`src/rtl/sl_ifetch_pkg.sv`:
```
// Shared types and address helpers for the sequential instruction prefetcher.
// Addresses are word addresses: byte address bits [31:2].
package sl_ifetch_pkg;

    typedef enum logic [1:0] {IDLE, FWD, PF} ifpf_state_t;

    typedef logic [29:0] waddr_t;

    // Word arithmetic wraps mod 2^30, i.e. byte addresses wrap mod 2^32.
    function automatic waddr_t next_word(input waddr_t addr);
        return addr + 30'd1;
    endfunction

    // True when addr is the last word of its 2^page_bits-byte page.
    function automatic logic page_end(input waddr_t addr, input int page_bits);
        waddr_t mask;
        mask = (30'd1 << (page_bits - 2)) - 30'd1;
        return (addr & mask) == mask;
    endfunction

endpackage

```
`src/rtl/sl_sat_cnt.sv`:
```
// Saturating up-counter used for the prefetcher hit/miss statistics.
module sl_sat_cnt #(
    parameter int W = 16
) (
    input  logic         clk,
    input  logic         rst,
    input  logic         inc,
    input  logic         clr,
    output logic [W-1:0] cnt
);

    always_ff @(posedge clk) begin
        if (rst || clr)
            cnt <= '0;
        else if (inc && (cnt != '1))
            cnt <= cnt + W'(1);
    end

endmodule

```
`src/rtl/sl_ifetch_prefetch.sv`:
```
// Single-entry next-word prefetcher between the core fetch port and the l1i.
// Hits are served from the buffer in the request cycle; everything else goes to l1i.
module sl_ifetch_prefetch
    import sl_ifetch_pkg::*;
#(
    parameter int PF_EN     = 1,
    parameter int PAGE_BITS = 12,
    parameter int CNT_W     = 16
) (
    input  logic             clk,
    input  logic             rst,
    input  logic             i_req_val,
    input  logic [31:0]      i_req_addr,
    output logic             i_req_ack,
    output logic [31:0]      i_ack_rdata,
    output logic             c_req_val,
    output logic [31:0]      c_req_addr,
    input  logic             c_req_ack,
    input  logic [31:0]      c_ack_rdata,
    input  logic             pf_flush,
    output logic [CNT_W-1:0] stat_hit,
    output logic [CNT_W-1:0] stat_miss
);

    ifpf_state_t state, state_n;
    logic        buf_val, buf_val_n;
    waddr_t      buf_addr, buf_addr_n;
    logic [31:0] buf_data, buf_data_n;
    waddr_t      pf_addr, pf_addr_n;
    logic        drop, drop_n;

    logic        hit_inc, miss_inc;
    logic        launch;
    waddr_t      launch_src;

    waddr_t req_word;
    logic   buf_hit, pf_fwd;
    logic   unused_addr_lsb;

    assign req_word        = i_req_addr[31:2];
    assign unused_addr_lsb = ^i_req_addr[1:0];

    // Flush beats a same-cycle match, so the request falls back to a normal miss.
    assign buf_hit = i_req_val & buf_val & ~pf_flush & (req_word == buf_addr);
    assign pf_fwd  = i_req_val & ~drop & ~pf_flush & (req_word == pf_addr);

    // NOTE: every comb output and next-state gets a default first so no latch is inferred.
    always_comb begin
        state_n     = state;
        buf_val_n   = buf_val;
        buf_addr_n  = buf_addr;
        buf_data_n  = buf_data;
        pf_addr_n   = pf_addr;
        drop_n      = drop;
        launch      = 1'b0;
        launch_src  = req_word;
        hit_inc     = 1'b0;
        miss_inc    = 1'b0;
        i_req_ack   = 1'b0;
        i_ack_rdata = '0;
        c_req_val   = 1'b0;
        c_req_addr  = '0;

        if (PF_EN == 0) begin
            c_req_val   = i_req_val;
            c_req_addr  = {req_word, 2'b00};
            i_req_ack   = c_req_ack & i_req_val;
            i_ack_rdata = c_ack_rdata;
            miss_inc    = c_req_ack & i_req_val;
        end else begin
            if (pf_flush)
                buf_val_n = 1'b0;

            unique case (state)
                IDLE: begin
                    if (buf_hit) begin
                        i_req_ack   = 1'b1;
                        i_ack_rdata = buf_data;
                        buf_val_n   = 1'b0;
                        hit_inc     = 1'b1;
                        launch      = 1'b1;
                        launch_src  = buf_addr;
                    end else if (i_req_val) begin
                        state_n = FWD;
                    end
                end
                FWD: begin
                    c_req_val   = 1'b1;
                    c_req_addr  = {req_word, 2'b00};
                    i_req_ack   = c_req_ack & i_req_val;
                    i_ack_rdata = c_ack_rdata;
                    if (c_req_ack) begin
                        miss_inc   = 1'b1;
                        launch     = 1'b1;
                        launch_src = req_word;
                    end
                end
                PF: begin
                    c_req_val  = 1'b1;
                    c_req_addr = {pf_addr, 2'b00};
                    if (c_req_ack) begin
                        if (pf_fwd) begin
                            i_req_ack   = 1'b1;
                            i_ack_rdata = c_ack_rdata;
                            hit_inc     = 1'b1;
                            launch      = 1'b1;
                            launch_src  = pf_addr;
                        end else begin
                            if (!drop && !pf_flush) begin
                                buf_val_n  = 1'b1;
                                buf_addr_n = pf_addr;
                                buf_data_n = c_ack_rdata;
                            end
                            drop_n  = 1'b0;
                            state_n = IDLE;
                        end
                    end else if (pf_flush) begin
                        // The l1i handshake cannot be withdrawn; discard its data instead.
                        drop_n = 1'b1;
                    end
                end
                default: state_n = IDLE;
            endcase

            if (launch) begin
                if (page_end(launch_src, PAGE_BITS)) begin
                    state_n = IDLE;
                end else begin
                    state_n   = PF;
                    pf_addr_n = next_word(launch_src);
                end
            end
        end
    end

    // NOTE: sequential state uses non-blocking assignments so all registers update together.
    always_ff @(posedge clk) begin
        if (rst) begin
            state    <= IDLE;
            buf_val  <= 1'b0;
            buf_addr <= '0;
            buf_data <= '0;
            pf_addr  <= '0;
            drop     <= 1'b0;
        end else begin
            state    <= state_n;
            buf_val  <= buf_val_n;
            buf_addr <= buf_addr_n;
            buf_data <= buf_data_n;
            pf_addr  <= pf_addr_n;
            drop     <= drop_n;
        end
    end

    sl_sat_cnt #(.W(CNT_W)) u_hit_cnt (
        .clk (clk),
        .rst (rst),
        .inc (hit_inc),
        .clr (1'b0),
        .cnt (stat_hit)
    );

    sl_sat_cnt #(.W(CNT_W)) u_miss_cnt (
        .clk (clk),
        .rst (rst),
        .inc (miss_inc),
        .clr (1'b0),
        .cnt (stat_miss)
    );

endmodule

```
`config.mk`:
```
export PLATFORM = sky130hd
export DESIGN_NAME = sl_ifetch_prefetch
export DESIGN_NICKNAME = d
export VERILOG_FILES = /design/src/rtl/sl_ifetch_pkg.sv /design/src/rtl/sl_sat_cnt.sv /design/src/rtl/sl_ifetch_prefetch.sv
export SDC_FILE = /design/constraint.sdc
export NUM_CORES = 1
export LEC_CHECK = 0
export ABC_AREA = 1
export CORE_MARGIN = 8
export CORE_UTILIZATION = 50
export CTS_CLUSTER_SIZE = 24
export DETAILED_ROUTE_END_ITERATION = 7
export GPL_TIMING_DRIVEN = 0
export PLACE_DENSITY = 0.78
export SYNTH_ARGS = -nofsm -noshare
export SYNTH_HDL_FRONTEND = slang
export SYNTH_SLANG_ARGS = --single-unit
```
`constraint.sdc`:
```
create_clock -name clk -period 2.38 [get_ports clk]
set_input_delay 0.357 -clock clk [delete_from_list [all_inputs] [get_ports clk]]
set_output_delay 0.357 -clock clk [all_outputs]
set_load 0.01 [all_outputs]
```
# == Word-level counts from Yosys, hierarchy flattened ==
# Cells that the tools add are included.
# op_classes
n_reduce_logical,12
n_bitwise,11
add_sub_neg,3
muxes,34
eq_ne,13
# op_table
operator,n
two-way mux 32 bit,3
one-hot mux 32 bit (3 select lines),1
two-way mux 30 bit,3
one-hot mux 32 bit (2 select lines),1
== test 30 bit,2
one-hot mux 30 bit (2 select lines),1
adder 16 x 1 -> 16 bit (second input constant),2
!= test 16 bit (second input constant),2
adder 30 x 1 -> 30 bit (second input constant),1
two-way mux 1 bit,14
two-way mux 2 bit,6
!= test 3 bit (second input constant),4
== test 10 bit (second input constant),1
bitwise AND 1 bit,7
one-hot mux 1 bit (3 select lines),2
one-hot mux 2 bit (3 select lines),1
AND reduction 5 bit,1
!= test 2 bit (second input constant),2
inverter 1 bit,4
one-hot mux 1 bit (2 select lines),2
AND reduction 4 bit,1
logical AND 1 bit,3
AND reduction 3 bit,1
== test 2 x 1 -> 1 bit (second input constant),1
other kinds (6),7
# totals
out_inout_bits,98
register_bits,128
word_cells,81
inputBits,69

# == Logic depth before layout (Yosys ltp) ==
# Gate-level depths: netlist of run 1.
# logic_depth
depth_word,10
depth_mapped,16

# == By module ==
# Synthesis of run 1 repeated with hierarchy kept, for this count alone.
# unflattened
cells_unflattened,1470
hier_area_um2,8504.4
# modules_own_cells
mod,area_each_um2,n_inst,cells_per_inst
sl_ifetch_prefetch,6605.1,1,1172
sl_sat_cnt (u_hit_cnt),950.9,1,149
sl_sat_cnt (u_miss_cnt),948.4,1,149

# == Least setup slack after synthesis of run 1 ==
# Ideal clock, no wire load.
# synth_path
path_kind,in2out
startpoint,input port i_req_addr[10]
endpoint,output port i_ack_rdata[1]
cell_stages,16
n_path_buf,2
arrival_time_ps,1724
setup_slack_ps,299
cell_sequence,clkbuf_2 inv_2 nand2_1 nand2_1 nor2_1 nand2_1 nor2_1 nand2_1 nor2_2 nand3_1 nand2_1 buf_2 nand2_1 o21ai_0 nand2_1 inv_1
# synth_via
elab_chain_cells,5
# synth_lines
element,line_no,source
start: declaration,sl_ifetch_prefetch.sv:13,"input logic [31:0] i_req_addr,"
== test 30 bit,sl_ifetch_prefetch.sv:45,assign pf_fwd = i_req_val & ~drop & ~pf_flush & (req_word == pf_addr);
bitwise AND 1 bit,sl_ifetch_prefetch.sv:45,
two-way mux 32 bit,sl_ifetch_prefetch.sv:102,if (pf_fwd) begin
two-way mux 32 bit,sl_ifetch_prefetch.sv:101,if (c_req_ack) begin
one-hot mux 32 bit (3 select lines) (*),sl_ifetch_prefetch.sv:74,unique case (state)
end: declaration,sl_ifetch_prefetch.sv:15,"output logic [31:0] i_ack_rdata,"
# Mark *: on every way between the ends. The rest lies on a longest branch, timed or not.

# == Worst setup path after layout of run 1 ==
# layout_path
startpoint,register pf_addr[0]
endpoint,output port i_ack_rdata[20]
# layout_via
elab_chain_cells,5
# layout_lines
element,line_no,source
start: declaration,sl_ifetch_prefetch.sv:29,"waddr_t pf_addr, pf_addr_n;"
start signal: assignment,sl_ifetch_prefetch.sv:150,pf_addr <= pf_addr_n;
== test 30 bit,sl_ifetch_prefetch.sv:45,
bitwise AND 1 bit,sl_ifetch_prefetch.sv:45,
two-way mux 32 bit,sl_ifetch_prefetch.sv:102,
two-way mux 32 bit,sl_ifetch_prefetch.sv:101,
one-hot mux 32 bit (3 select lines),sl_ifetch_prefetch.sv:74,
# Every way passes these cells.

==> metrics.md, run 1 <==
| Metric | Value |
|---|---|
| Failing checks | negative setup slack |
| Clk_lat worst skew | 0.44 ns |
| Htree depth | 4 |
| Fin crit share | 122% |
| Worst r2r path cells | 18 |
| Std-Cell Rows | 46 |
| Post-synth EDFFs | 0 |
| Largest net degree at the start of global routing | 17 |
| RR Startpoint | pf_addr[0]$_SDFFE_PP0P_ |
| Worst Path Required | 2.02 ns |
| Most common cell in the synthesized netlist | nand2_1 |
| Crit. Startpoint | pf_addr[0]$_SDFFE_PP0P_ |
| Register Area | about 2600 µm² |
| RSZ-0062 raised after global routing | true |
| Worst Max-Slew Pin Slew | ~0.6 ns |
| CP Capture Type | output pin |
| Cell Area, Placed | 9900 µm² |
| Syn Area/Cell | ~6 µm² |
| DRC | 0 |
| GRT overflow | 0 |
| Final Slew Violations | 0 |
| Final nets | 1643 |
| # port buffers | around 150 |
| Worst Slack Setup Final | -0.528 ns |
| Layout cells sized above 1 | between 15 and 20% |
| Die Height | 143 µm |
| Total Routing Usage GR | 28.3% |
| Core area | around 16000 µm² |
| Final ANT Viol Nets | 0 |
| Peak supply drop | 638 µV |
| Fin Hold WS | 0.308 ns |
| Reg2reg setup slack | -0.10 ns |
| Final Hold Vio Count | 0 |
| Initial DRC count | 1046 |
| Share of the synthesized area in the top cell type | 31.7% |
| Die area | a little over 20000 µm² |
| First-pass GRT wire length | 45.8 mm |
| MaxCap Viol Count | 0 |
| Register bit count reported by yosys | roughly 130 |
| Area of the multi-input gates | 4750 µm² |
| PD cells | 749 nW/µm² |
| Vias in the first global route | 9066 |
| Data arrival, critical path | approximately 2.6 ns |
| Top FF cell, synth | dfxtp_1 |
| R2R Path End | pf_addr[4]$_SDFFE_PP0P_ |
| Critical Path End | i_ack_rdata[20] |
| CTS tree | yes |
| Count of unique library cells instantiated by Yosys | 32 |
| Die width | 143 µm |
| Number of I/O pins | 167 |
| Post-DP HPWL | 20.6 mm |
| Critical Path Source Type | flip-flop |
| Top cells by count, synth | 406 x nand2_1, 210 x inv_1, 128 x dfxtp_1, 126 x a21oi_1, 125 x nor2_1 |
| CTS Buf Count | 17 |
| Fmax | 344 MHz |
| Average wire per standard cell | about 18 µm |
| Vias after detailed routing | 9899 |
| Finished Layout Cells | 1796 |
| Crit path kind | flip-flop to output pin |
| GPL Wtd Cong | between 0.9 and 1 |
| Min Clock Period, post-route | around 2.9 ns |
| Seq/Total Area, Yosys | 31.7% |
| Leakage power figure | 5.02 nW |
| Total iterations of the first detailed-routing run | 7 |
| Mapped Cells | 1351 |
| Cells after DPL | 1722 |
| Synth top area cells | dfxtp_1 32%, nand2_1 19%, inv_1 9.7% |
| Root Buffer | clkbuf_16 |
| Antenna fix cells | 0 |
| Area grow syn2layout | 43.5% |
| Share of synthesized registers carrying an async set or reset | 0% |
| Max clock buf depth | 2 |
| Clk_skew | 0.0111 ns |
| Synth Cell Area | 8090 µm² |
| Outcome | complete, but fails checks |
| Final wirelength | 31.8 mm |
| Hold crit path type | input port to flip-flop |
| Starting Density | about half |
| Post-synth top area cell | dfxtp_1 |
| Final setup violation count | 143 |
| Post-route cell area | 11600 µm² |
| Antenna violations before repair | 1 |
| YS warnings | 0 |
| Via/cell ratio | between 5 and 6 |
| Hold Path Stages | 4 |
| Fill cells | roughly 1200 |
| Clock sinks | roughly 130 |
| Critical-path maximum fanout | 7 |
| CTS clk-pin slew, worst paths | 0.06 ns |
| Relative slew margins | 58.9% |
| Cts hold-fix bufs | 0 |
[per-stage QoR]
step | TNS, ns | total power, mW | setup WS, ns | utilization (%)
after floorplan | 0 | 4.12 | 0.299 | -
after global placement | -90.57 | 5.29 | -1.15 | 62.6
after detailed placement | -96.79 | 5.33 | -1.21 | 62.6
after CTS | -17.20 | 8.26 | -0.330 | 69.0
after global routing | -40.76 | 9.05 | -0.623 | 73.3
final | -24.38 | 8.68 | -0.528 | 73.3
[cells in the final DEF (no fill, tap or decap), types with 20 or more instances in the layout]
cell type        netlist  final
xor2_1                32     32
o21ai_0              119     74
a21oi_1              126    120
buf_6                  2     31
nor3_1                22     20
dfxtp_2                0     22
dfxtp_1              128    102
buf_4                  7     28
o21ai_2                0     22
clkdlybuf4s50_1        0     96
nor2_1               125    114
clkbuf_16              0     27
o21ai_1                1     24
nand3_1               30     27
inv_1                210    196
buf_2                 16     22
nand4_1               25     25
nand2_1              406    396
[repair_timing]
action | in CTS | in global routing
buffers inserted | 13 | 15
cloned | 5 | 11
pin swaps | 14 | 16
endpoints found under the hold margin | 0 | 0
gates resized for setup | 326 | 145
endpoints found under the setup margin | 127 | 168
[worst max-delay path: stages (launching register included)]
cell and delay [ns]:
dfxtp_2 0.38, inv_1 0.07, nand2_1 0.08, nand2_1 0.08, nor2_1 0.13, nand2_1 0.08
nor2_2 0.13, nand2_2 0.09, nor2_4 0.15, nand3_2 0.11, nand2_4 0.16, buf_6 0.14
buf_12 0.10, nand2_4 0.04, o21ai_2 0.06, nand2_1 0.09, inv_1 0.09, buf_2 0.14
[cells by family after synthesis]
family	after synthesis	share of synthesized area, %
AND/OR/NAND/NOR	630	32.0
XOR/XNOR	51	5.52
buffers and inverters	282	13.9
other	1	0.0464
AO/OA/AOI/OAI	252	15.8
adder cells (fa/ha/maj)	7	1.08
flip-flops	128	31.7
[report_power, final]
| group | total [mW] | leakage [nW] | internal [mW] | switching (mW) |
|---|---|---|---|---|
| Sequential | 2.58 | 1.05 | 2.38 | 0.199 |
| Combinational | 3.42 | 3.68 | 1.39 | 2.04 |
| Clock | 2.68 | 0.292 | 1.64 | 1.04 |
[how the worst min path moves through the flow]
| stage | slack [ns] | to | start |
|---|---|---|---|
| 2_1_floorplan | 0.42 | buf_data[0]$_SDFFE_PP0P_ | buf_data[0]$_SDFFE_PP0P_ |
| 6_report | 0.31 | pf_addr[9]$_SDFFE_PP0P_ | i_req_addr[11] |
| 5_1_grt | 0.36 | pf_addr[15]$_SDFFE_PP0P_ | i_req_addr[17] |
| 3_3_place_gp | 0.43 | buf_data[30]$_SDFFE_PP0P_ | buf_data[30]$_SDFFE_PP0P_ |
| 4_1_cts | 0.29 | pf_addr[9]$_SDFFE_PP0P_ | i_req_addr[11] |
| 3_5_place_dp | 0.44 | buf_data[30]$_SDFFE_PP0P_ | buf_data[30]$_SDFFE_PP0P_ |
[sequential cells by signal, summed over array words and instances, names as in the netlist]
| signal | count |
|---|---|
| buf_addr | 30 |
| buf_data | 32 |
| buf_val | 1 |
| drop | 1 |
| pf_addr | 30 |
| state | 2 |
| u_hit_cnt.cnt | 16 |
| u_miss_cnt.cnt | 16 |
[area by class of cell]
type | instances | area share, %
clock inverters | 10 | 0.938
multi-input cells | 942 | 41.0
well taps | 216 | 2.33
flip-flops and latches | 128 | 22.5
inverters | 215 | 7.04
repair buffers | 197 | 17.3
plain buffers | 66 | 4.76
clock buffers | 22 | 4.17
[metal layers]
layer | vias to the layer above | global-route usage, % | wire [µm]
met5 | - | 0 | 13
met4 | 2 | 11.3 | 1150
met3 | 98 | 6.48 | 3360
met2 | 597 | 44.6 | 14500
met1 | 4543 | 36.5 | 12800
li1 | 4659 | - | -
Note: power is estimated with default switching activity, not from simulation.
==> run 2, diff against run 1 <==
--- a/config.mk
+++ b/config.mk
@@ -6,12 +6,14 @@
 export NUM_CORES = 1
 export LEC_CHECK = 0
 export ABC_AREA = 1
+export CELL_PAD_IN_SITES_DETAIL_PLACEMENT = 1
+export CELL_PAD_IN_SITES_GLOBAL_PLACEMENT = 2
 export CORE_MARGIN = 8
-export CORE_UTILIZATION = 50
+export CORE_UTILIZATION = 27
 export CTS_CLUSTER_SIZE = 24
 export DETAILED_ROUTE_END_ITERATION = 7
 export GPL_TIMING_DRIVEN = 0
-export PLACE_DENSITY = 0.78
+export PLACE_DENSITY_LB_ADDON = 0.1
 export SYNTH_ARGS = -nofsm -noshare
 export SYNTH_HDL_FRONTEND = slang
 export SYNTH_SLANG_ARGS = --single-unit
==> metrics.md, run 2 (synthesis gave the netlist of run 1 again) <==
| Metric | Value |
|---|---|
| CTS Buf Count | 17 |
| Initial DRC count | 374 |
| CTS clk-pin slew, worst paths | 0.07 ns |
| Critical-path top delay cell | dfxtp_4 |
| Largest net degree at the start of global routing | 17 |
| Fin crit share | 118% |
| Die Height | 189 µm |
| Cell Area, Placed | between 10000 and 15000 µm² |
| Most frequent cells in the layout | 382 x nand2_1, 187 x inv_1, 115 x a21oi_1, 108 x nor2_1, 99 x dfxtp_1 |
| Hold Path Stages | 4 |
| GPL Wtd Cong | 0.819 |
| Cts hold-fix bufs | 0 |
| RR Startpoint | pf_addr[3]$_SDFFE_PP0P_ |
| Post-DP HPWL | approximately 26 mm |
| Leakage power figure | 5.31 nW |
| Top Family by Delay on Critical Path | simple AND/OR/NAND/NOR gates |
| Largest Register | buf_data |
| Post-route cell area | around 12000 µm² |
| Worst Slack Setup Final | -0.439 ns |
| RSZ-0062 raised after global routing | true |
| Commonest non-fill, non-tap cell in the layout | nand2_1 |
| Critical Path Max Stage Delay | 0.35 ns |
| Worst Max-Slew Pin Slew | 0.658 ns |
| Root Buffer | clkbuf_16 |
| First-pass GRT wire length | 56.1 mm |
| Number of I/O pins | between 150 and 200 |
| Worst r2r path cells | 19 |
| Total iterations of the first detailed-routing run | 4 |
| Top flop regs | buf_data (32), buf_addr (30), pf_addr (30) |
| Failing checks | negative setup slack |
| Final Slew Violations | 0 |
| GRT overflow | 0 |
| Crit. Startpoint | pf_addr[3]$_SDFFE_PP0P_ |
| Data arrival, critical path | 2.46 ns |
| Average wire per standard cell | 18.2 µm |
| Min Clock Period, post-route | 2.82 ns |
| Antenna violations before repair | 1 |
| Max reg flops | 32 |
| Clk_lat worst skew | 0.43 ns |
| Peak supply drop | around 440 µV |
| Hold Crit Start | i_req_addr[11] |
| Max clock buf depth | 2 |
| Met3 usage | 3.48% |
| Area grow syn2layout | 51.9% |
| Worst Path Required | 2.02 ns |
| MaxCap Viol Count | 0 |
| Buffers and inverters on the worst path | 6 |
| Final Hold Vio Count | 0 |
| Combinational Power Share | 44.0% |
| CP cell instances | buf_6, nand2_2, nand2_1, nor2_1, nand2_1, nor2_2, nand2_2, nor2_4, nand3_2, nand2_4, buf_6, buf_6, buf_6, nand2_1, o21ai_1, nand2_1, inv_2, buf_6 |
| Core area | 29600 µm² |
| GRT busiest layer | met2 |
| DRC | 0 |
| Die area | 35700 µm² |
| Via/cell ratio | 4.69 |
| Critical Path Source Type | flip-flop |
| CP Capture Type | output pin |
| Hold crit path type | input port to flip-flop |
| Fin Hold WS | 0.349 ns |
| Outcome | complete, but fails checks |
| Critical-path maximum fanout | 5 |
| # port buffers | 154 |
| Starting Density | 27.4% |
| Global routing usage on met2 | about 33% |
| Cells after DPL | approximately 1900 |
| Die width | 189 µm |
| Sw power | 3.61 mW |
| Stages on the worst setup path | 18 |
| CTS tree | yes |
| Vias after detailed routing | 9388 |
| Vias in the first global route | 9725 |
| Total Routing Usage GR | 20.0% |
| Relative slew margins | 56.2% |
| Final wirelength | roughly 36 mm |
| PD cells | about 770 nW/µm² |
| Final nets | 1673 |
| Pint | 5.85 mW |
| Finished Layout Cells | 2001 |
| Clock Power Share | 28.7% |
| Layout cells sized above 1 | 22.7% |
| Fmax | about 350 MHz |
| Clk_skew | 0.0167 ns |
| Std-Cell Rows | 63 |
| Clock sinks | 128 |
| Setup TNS | -12.18 ns |
| Htree depth | 4 |
| Register share of total power | 27.4% |
| Crit path kind | flip-flop to output pin |
| M1 GR Usage | 26.8% |
| CP most frequent cell | buf_6 |
| Final setup violation count | 33 |
| Switching Fraction | between 30% and 40% |
| Final ANT Viol Nets | 0 |
[run 2: cell types whose count changed in the layout (fill, tap and decap cells not counted), moves of 6 or more]
| cell | change |
|---|---|
| inv_2 | +9 |
| buf_4 | +19 |
| nand2_1 | -14 |
| nor2_1 | -6 |
| o21ai_2 | +10 |
| o21ai_1 | -15 |
| buf_6 | +13 |
| dlygate4sd2_1 | +20 |
| clkbuf_2 | +7 |
| clkdlybuf4s50_1 | -29 |
| inv_1 | -9 |
| nand2_2 | +14 |
[run 2: layout make-up]
cell class,count,area [µm²]
clock buffers,18,439
well taps,390,488
plain buffers,65,638
flip-flops and latches,128,2620
repair buffers,227,2190
inverters,215,817
diodes,1,2.50
fillers,3772,17300
clock inverters,14,155
multi-input cells,943,4940
[run 2: through the flow]
stage | util [%] | setup slack, ns | total power [mW]
2_1_floorplan | - | 0.299 | 4.12
4_1_cts | 39.6 | -0.512 | 9.22
3_3_place_gp | 34.2 | -1.41 | 5.58
6_report | 41.6 | -0.439 | 9.46
3_5_place_dp | 34.2 | -1.39 | 5.60
5_1_grt | 41.6 | -0.599 | 10.0
[run 2: final timing paths]
check	to	slack, ns
worst max register to register	pf_addr[13]$_SDFFE_PP0P_	0.03
worst max-delay path	i_ack_rdata[30]	-0.44
worst min register to register	buf_addr[18]$_SDFFE_PP0P_	0.46
worst min-delay path	pf_addr[9]$_SDFFE_PP0P_	0.35
[run 2: layer usage]
metal,share of wire [%],up-vias
li1,-,4709
met1,48,4480
met2,47,170
met3,4.3,29
met4,1.2,0
met5,0,-
[run 2: what timing repair did]
action | 4_1_cts | 5_1_grt
pin swaps | 29 | 31
endpoints found under the setup margin | 170 | 135
cloned | 6 | 6
setup buffers | 51 | 20
resized for setup | 433 | 160
[run 2: worst min-delay path, cell delays in order]
cell	delay (ns)
buf_4	0.15
xor2_1	0.08
nor2_1	0.10
nor2_1	0.05
[run 2: power by group through the flow]
stage	clock [mW]	combinational (mW)	sequential [mW]
after floorplan	0	1.60	2.51
after global placement	0	2.99	2.59
after detailed placement	0	3.00	2.60
after CTS	2.78	3.86	2.58
after global routing	2.87	4.54	2.61
final	2.71	4.16	2.59
